===== config.mk =====
export PLATFORM = sky130hd
export DESIGN_NAME = art_mask_sequencer
export DESIGN_NICKNAME = d
export VERILOG_FILES = /design/src/rtl/art_mask_sequencer.sv
export SDC_FILE = /design/constraint.sdc
export NUM_CORES = 1
export LEC_CHECK = 0
export BUFFER_PORTS_ARGS = -buffer_cell sky130_fd_sc_hd__buf_4
export CAP_MARGIN = 20
export CORE_AREA = 2 2 100 73
export CTS_CLUSTER_DIAMETER = 150
export DETAILED_ROUTE_END_ITERATION = 8
export DIE_AREA = 0 0 102 75
export PLACE_DENSITY = 0.71
export SLEW_MARGIN = 20
export SYNTH_ARGS = -nofsm -noshare
export SYNTH_HDL_FRONTEND = slang
export SYNTH_SLANG_ARGS = --single-unit

===== constraint.sdc =====
create_clock -name clk -period 3.8 [get_ports clk]
set_clock_uncertainty 0.2 [all_clocks]
set_input_delay 0.19 -clock clk [delete_from_list [all_inputs] [get_ports clk]]
set_output_delay 0.19 -clock clk [all_outputs]
set_load 0.02 [all_outputs]

===== src/rtl/art_mask_sequencer.sv =====
// -----------------------------------------------------------------------------
// art_mask_sequencer
//
// Time-sequenced XOR-mask controller for the silicon-art pin datapath.
// Pin data on data_in is XORed with the current mask and registered onto
// data_out. The current mask is DEFAULT_MASK while idle, or an entry of a
// small programmable table while sequencing. The table index steps once every
// (step_div + 1) cycles in RUN and wraps after seq_last. The table is written
// through a valid/ready port that only accepts writes outside RUN.
//
// Ports
//   clk        in   clock, single domain
//   rst        in   synchronous active-high reset
//   run        in   level, request sequencing (low pauses)
//   clear      in   level, force IDLE and zero index/prescaler (table kept)
//   step_div   in   cycles per step minus 1, sampled live
//   seq_last   in   last table index before wrap to 0
//   cfg_valid  in   table write request
//   cfg_ready  out  table write accepted when high (state != RUN)
//   cfg_addr   in   table entry to write
//   cfg_data   in   mask value to write
//   data_in    in   pin data to be masked
//   data_out   out  registered data_in ^ cur_mask
//   mask_out   out  registered cur_mask, aligned with data_out
//   index      out  current table index
//   running    out  high in state RUN
// -----------------------------------------------------------------------------
module art_mask_sequencer #(
   parameter int unsigned DEPTH        = 4,
   parameter int unsigned PRESCALE_W   = 16,
   parameter logic [7:0]  DEFAULT_MASK = 8'hAA,
   localparam int unsigned AW          = $clog2(DEPTH)
) (
   input  logic                  clk,
   input  logic                  rst,
   input  logic                  run,
   input  logic                  clear,
   input  logic [PRESCALE_W-1:0] step_div,
   input  logic [AW-1:0]         seq_last,
   input  logic                  cfg_valid,
   output logic                  cfg_ready,
   input  logic [AW-1:0]         cfg_addr,
   input  logic [7:0]            cfg_data,
   input  logic [7:0]            data_in,
   output logic [7:0]            data_out,
   output logic [7:0]            mask_out,
   output logic [AW-1:0]         index,
   output logic                  running
);

   typedef enum logic [1:0] {
      ST_IDLE  = 2'd0,
      ST_RUN   = 2'd1,
      ST_PAUSE = 2'd2
   } state_e;

   state_e                state_q, state_d;
   logic [AW-1:0]         index_q, index_d;
   logic [PRESCALE_W-1:0] pre_q, pre_d;
   logic [7:0]            table_q [DEPTH];
   logic [7:0]            table_d [DEPTH];
   logic [7:0]            data_out_q, data_out_d;
   logic [7:0]            mask_out_q, mask_out_d;

   logic [7:0]            cur_mask;
   logic                  wr_en;
   logic                  terminal;
   logic [AW-1:0]         next_index;

   // Handshake is a pure decode of the state register so it never depends on
   // this cycle's inputs.
   assign cfg_ready = (state_q != ST_RUN);
   assign running   = (state_q == ST_RUN);
   assign index     = index_q;
   assign data_out  = data_out_q;
   assign mask_out  = mask_out_q;

   assign cur_mask  = (state_q == ST_IDLE) ? DEFAULT_MASK : table_q[index_q];
   assign wr_en     = cfg_valid && cfg_ready;

   // ">=" rather than "==": if step_div is lowered below the running count,
   // this cycle is treated as terminal instead of counting up to wrap-around.
   assign terminal  = (pre_q >= step_div);

   // ">=" also absorbs a seq_last that was lowered below the current index.
   assign next_index = (index_q >= seq_last) ? '0 : index_q + AW'(1);

   // Table write port. A write in PAUSE to the current index shows up in
   // cur_mask on the very next cycle because cur_mask reads table_q directly.
   always_comb begin
      // NOTE: every combinational output gets a default first so no path can
      // leave it unassigned and infer a latch.
      table_d = table_q;
      if (wr_en) begin
         table_d[cfg_addr] = cfg_data;
      end
   end

   // Sequencer state, index and prescaler.
   always_comb begin
      state_d = state_q;
      index_d = index_q;
      pre_d   = pre_q;

      if (clear) begin
         // clear beats run in every state.
         state_d = ST_IDLE;
         index_d = '0;
         pre_d   = '0;
      end else begin
         unique case (state_q)
            ST_IDLE: begin
               if (run) begin
                  state_d = ST_RUN;
               end
            end
            ST_RUN: begin
               // Pausing wins over a terminal count: no advance on that edge.
               if (!run) begin
                  state_d = ST_PAUSE;
               end else if (terminal) begin
                  pre_d   = '0;
                  index_d = next_index;
               end else begin
                  pre_d   = pre_q + PRESCALE_W'(1);
               end
            end
            ST_PAUSE: begin
               if (run) begin
                  state_d = ST_RUN;
               end
            end
            default: begin
               state_d = ST_IDLE;
               index_d = '0;
               pre_d   = '0;
            end
         endcase
      end
   end

   // Output datapath: mask_out is the mask applied to the data_out it
   // accompanies.
   always_comb begin
      data_out_d = data_in ^ cur_mask;
      mask_out_d = cur_mask;
   end

   always_ff @(posedge clk) begin
      // NOTE: state is updated with non-blocking assignments so every flop
      // samples the pre-edge values computed above.
      if (rst) begin
         state_q    <= ST_IDLE;
         index_q    <= '0;
         pre_q      <= '0;
         data_out_q <= '0;
         mask_out_q <= '0;
         // NOTE: the table is deliberately reset; it is small flop storage and
         // reset must restore DEFAULT_MASK in every entry, so it cannot be a
         // RAM macro without reset.
         for (int i = 0; i < DEPTH; i++) begin
            table_q[i] <= DEFAULT_MASK;
         end
      end else begin
         state_q    <= state_d;
         index_q    <= index_d;
         pre_q      <= pre_d;
         data_out_q <= data_out_d;
         mask_out_q <= mask_out_d;
         for (int i = 0; i < DEPTH; i++) begin
            table_q[i] <= table_d[i];
         end
      end
   end

endmodule


# After elaboration in Yosys (flattened, before gate mapping)
# Index checks and enable logic that the tools add are counted.
# classes
add_sub_neg	2
order_cmp	5
eq_ne	7
muxes	17
bitwise_logic	4
reduce_logical	8
# op_table
operator	count
bitwise mux 32 bit	1
two-way mux 16 bit	2
two-way mux 8 bit	4
case mux 16 bit (2 select lines)	1
adder 16 x 1 -> 16 bit, second input constant	1
binary-select mux 8 bit (select 2 bit)	1
demux 8 bit (select 2 bit)	1
greater-or-equal comparator 16 bit	1
two-way mux 2 bit	5
case mux 2 bit (2 select lines)	2
bitwise XOR 8 bit	1
greater-or-equal comparator 3 bit, second input constant	2
inequality test 2 x 1 -> 1 bit, second input constant	3
NOT 2 -> 3 bit	2
inequality test 2 bit, second input constant	2
AND reduction 2 bit	2
OR reduction 2 bit	2
less-than comparator 3 x 1 -> 1 bit, second input constant	1
AND reduction 3 bit	1
adder 2 x 1 -> 2 bit, second input constant	1
equality test 2 x 1 -> 1 bit, second input constant	1
equality test 2 bit, second input constant	1
greater-or-equal comparator 2 bit	1
logical AND 1 bit	2
2 further kinds	2
# word_totals
reg_bits	68
input_bits	41
elab_cells	52

# Logic depth before layout (Yosys ltp)
# depth
depth_word	6
mapped_depth	8

# Least setup slack after synthesis
# Ideal clock, no wire load.
# synth_path
kind	reg2reg
startpoint	register index_q[0] (netlist: index[0])
endpoint	register index_q[1] (netlist: index[1])
setup_ns	0.070
t_arrival_ns	2.085
required_ns	3.530
path_slack_ns	1.445
stages_incl_launch_ff	9
path_buffers	1
period_less_slack_ns	2.355
path_cell_list	dfxtp_1 buf_2 inv_1 ha_1 nand2b_1 a211o_1 or4_1 a21oi_1 o2bb2ai_1
# synth_via
elab_chain_len	5
# synth_rtl
item	line_no	rtl
from (decl)	58	logic [AW-1:0] index_q, index_d;
from (signal assigned)	166	index_q <= index_d;
adder 2 x 1 -> 2 bit / greater-or-equal comparator 2 bit (equally long branches)	86	assign next_index = (index_q >= seq_last) ? '0 : index_q + AW'(1);
two-way mux 2 bit (*)	86	
two-way mux 2 bit (*)	121	end else if (terminal) begin
two-way mux 2 bit (*)	119	if (!run) begin
case mux 2 bit (2 select lines) (*)	111	unique case (state_q)
# Mark *: on every way between the ends. The rest lies on a longest branch, timed or not. The select of a mux whose other input is x is not followed.
# A chain may end at the register's enable or synchronous reset.

# Final worst setup path
# layout_path
startpoint	register pre_q[9]
endpoint	register pre_q[15]
# layout_via
elab_chain_len	4
# layout_rtl
item	line_no	rtl
from (decl)	59	logic [PRESCALE_W-1:0] pre_q, pre_d;
from (signal assigned)	167	pre_q <= pre_d;
adder 16 x 1 -> 16 bit / greater-or-equal comparator 16 bit (equally long branches)	125, 83	
two-way mux 16 bit (*)	121	
two-way mux 16 bit (*)	119	
case mux 16 bit (2 select lines) (*)	111	
# Marks and branches as above.

==> results.ini <==
[status]
status = complete, no violations

[cells_and_area]
multiInputGateArea_mm2 = 0.00171
fillers = 579
antenna_cells = 0
drive_above_1_share_pct = 22.0
seq_area_mm2 = 0.00136
nets = 482
final_common_cell = dfxtp_1
final_cell_mix = 68 x dfxtp_1, 65 x nor2_1, 61 x buf_4
syn_to_final_growth_pct = 28.5

[min_path]
hp-class = in -> reg
worst_hold_path.endpoint = table_q[8]$_SDFFE_PP0P_
hold_depth = 4
holdCritStartpoint = cfg_addr[0]

[global_routing]
gr-total-overflow = 0
grt_pass1_wl_um = 11700
antenna_found_initial = 0
grt_pass1_vias = 2410
grt_max_degree = 52
grt_usage_pct = 19.9

[detailed_routing]
ant_nets = 0
dr.pass1.iters = 4
viasPerCell = 5.14
drc = 0
vias = 2680
drt-total-wl_um = 7350
drtIter0Drc = 142
avgRoutedWirePerCell_um = 14.1

[cts]
htree_levels = 3
clkTransAtPathRegs_ns = 0.08
cts_sinks = 68
ctsResizeCount = 0
cts-buffers-inserted = 9
cts_tree = done
post_cts_buffers = 0
clkLatencyLatePin_ns = 0.34
postCtsHoldBufs = 19
root_buffer = clkbuf_8
clock_path_buffers = 2

[setup_path]
reg2reg_slack_ns = 1.29
worstRegToRegCells = 6
path_max_fanout = 16
end_kind = flop
r2r_start = pre_q[9]$_SDFFE_PP0P_
critPathBufInv = 0
cp-start-kind = flop
arrival_ns = 2.51
reg2reg_to = pre_q[15]$_SDFFE_PP0P_
crit_slowest_cell = a22oi_2
slowest_delay_ns = 0.68
cp_cell_sequence = ha_1, nand4_1, nor4_1, a2bb2oi_1, a22oi_2, nor2_1
crit_type = reg -> reg
crit_family = compound AO/OA/AOI/OAI gates
required_ns = 3.80

[floorplanning]
die_area_mm2 = 0.00765
dieHeight_um = 75
initial_utilization_pct = 49.0
ios = 61
row_count = 25
die_w_um = 102
core_area_mm2 = 0.00663

[synthesis]
yosysWarningCount = 0
synth_edf_count = 0
netlist_instances = 347
netlist_area_mm2 = 0.00325
synth.net_count = 407
ys_seq_elements = 68
async_flop_share_pct = 0
yosysSeqAreaShare_pct = 41.9
syn_area_per_cell_um2 = 9.36
ys_types = 40
ys_dominant_reg_cell = dfxtp_1

[timing]
max_clock_freq_mhz = 398
final_hold_viol_count = 0
period_share_pct = 66.1
final.setup.tns_ns = 0
period_needed_ns = 2.51
tightest_slew_ns = 0.987
slew_headroom_pct = 33.8
setup_viol_count_final = 0
drv_slew = 0
rsz0062_at_grt = no

[power_and_ir_drop]
max-vdd-ir-drop_uv = 231
p_total_w = 0.00163
leakage_nw = 1.79
powerDensity_mw_per_mm2 = 391

[placement]
dp_hpwl_um = 5230
portBuffers = 60
gp_congestion = 0.784

[run]
maxCapViolCount = 0

-- final cells by class --
class,count,share of cell area [%]
clock inverter,7,2.97
timing repair buffer,80,15.5
sequential,68,32.6
inverter,24,2.16
clock buffer,9,2.97
multi-input combinational,239,41.0
tap,94,2.82
-- power breakdown --
group          total (W)  internal, W  switching, W
Sequential      0.000746     0.000735     0.0000111
Clock           0.000726     0.000440      0.000286
Combinational   0.000161    0.0000825     0.0000783
Total            0.00163      0.00126      0.000375
-- worst register-to-register path, cell delays in order, from the launching register on --
cell       delay, ns
dfxtp_1         0.38
ha_1            0.32
nand4_1         0.13
nor4_1          0.31
a2bb2oi_1       0.21
a22oi_2         0.69
nor2_1          0.13
-- per-stage QoR --
step	cells	util [%]	hold WS (ns)	worst slack, ns	instance area [um2]
2_1_floorplan	347	-	0.0662	1.45	3250
4_1_cts	521	63.0	0.0169	1.32	4180
3_5_place_dp	486	56.4	0.192	1.35	3740
6_report	521	63.0	0.0300	1.29	4180
3_3_place_gp	486	56.4	0.197	1.43	3740
5_1_grt	521	63.0	0.0314	1.19	4180
-- logic make-up after synthesis --
kind of cell	Yosys count	synth area share [%]
fa+ha+maj	19	7.32
compound gates	53	11.5
flops	68	41.9
mux	21	9.55
xor+xnor	22	5.93
simple gates	124	18.3
buf+inv	40	5.43
-- worst max path at each step --
stage | startpoint | to | depth (start not counted)
after floorplan | index[0]$_SDFFE_PP0P_ | index[1]$_SDFFE_PP0P_ | 8
after global placement | pre_q[0]$_SDFFE_PP0P_ | pre_q[2]$_SDFFE_PP0P_ | 7
after detailed placement | pre_q[12]$_SDFFE_PP0P_ | pre_q[15]$_SDFFE_PP0P_ | 6
after CTS | pre_q[9]$_SDFFE_PP0P_ | pre_q[15]$_SDFFE_PP0P_ | 6
after global routing | pre_q[9]$_SDFFE_PP0P_ | pre_q[15]$_SDFFE_PP0P_ | 6
final | pre_q[9]$_SDFFE_PP0P_ | pre_q[15]$_SDFFE_PP0P_ | 6
-- registers in the layout, summed over array words and instances, names as in the netlist --
| name | flops |
|---|---|
| table_q | 32 |
| pre_q | 16 |
| data_out | 8 |
| mask_out | 8 |
| index | 2 |
| state_q | 2 |
-- per-layer routing --
metal  GRT usage (%)  up-vias  wire length (um)
li1                -     1351                 -
met1            27.9     1249              3670
met2            29.8       72              3180
met3            5.76        8               408
met4            6.96        0               102
met5               0        -                 0
-- cell usage after synthesis, types with 2 or more instances --
| library cell | count | area, um2 |
|---|---|---|
| nor3b_1 | 2 | 15.0 |
| and3_1 | 4 | 25.0 |
| o211ai_1 | 3 | 22.5 |
| nor2_1 | 65 | 244 |
| nand4b_1 | 2 | 17.5 |
| nor4_1 | 3 | 18.8 |
| xor2_1 | 14 | 123 |
| o21ai_0 | 8 | 40.0 |
| nor2b_1 | 5 | 31.3 |
| nand4_1 | 4 | 25.0 |
| buf_6 | 2 | 22.5 |
| mux4_2 | 8 | 180 |
| dfxtp_1 | 68 | 1360 |
| ha_1 | 19 | 238 |
| a211o_1 | 17 | 149 |
| nand2_1 | 22 | 82.6 |
| inv_1 | 24 | 90.1 |
| a21oi_1 | 17 | 85.1 |
| o21a_1 | 2 | 15.0 |
| nand3_1 | 8 | 40.0 |
| clkbuf_1 | 7 | 26.3 |
| xnor2_1 | 8 | 70.1 |
| buf_2 | 6 | 30.0 |
| mux2i_1 | 13 | 130 |
Note: power is estimated with default switching activity, not from simulation.
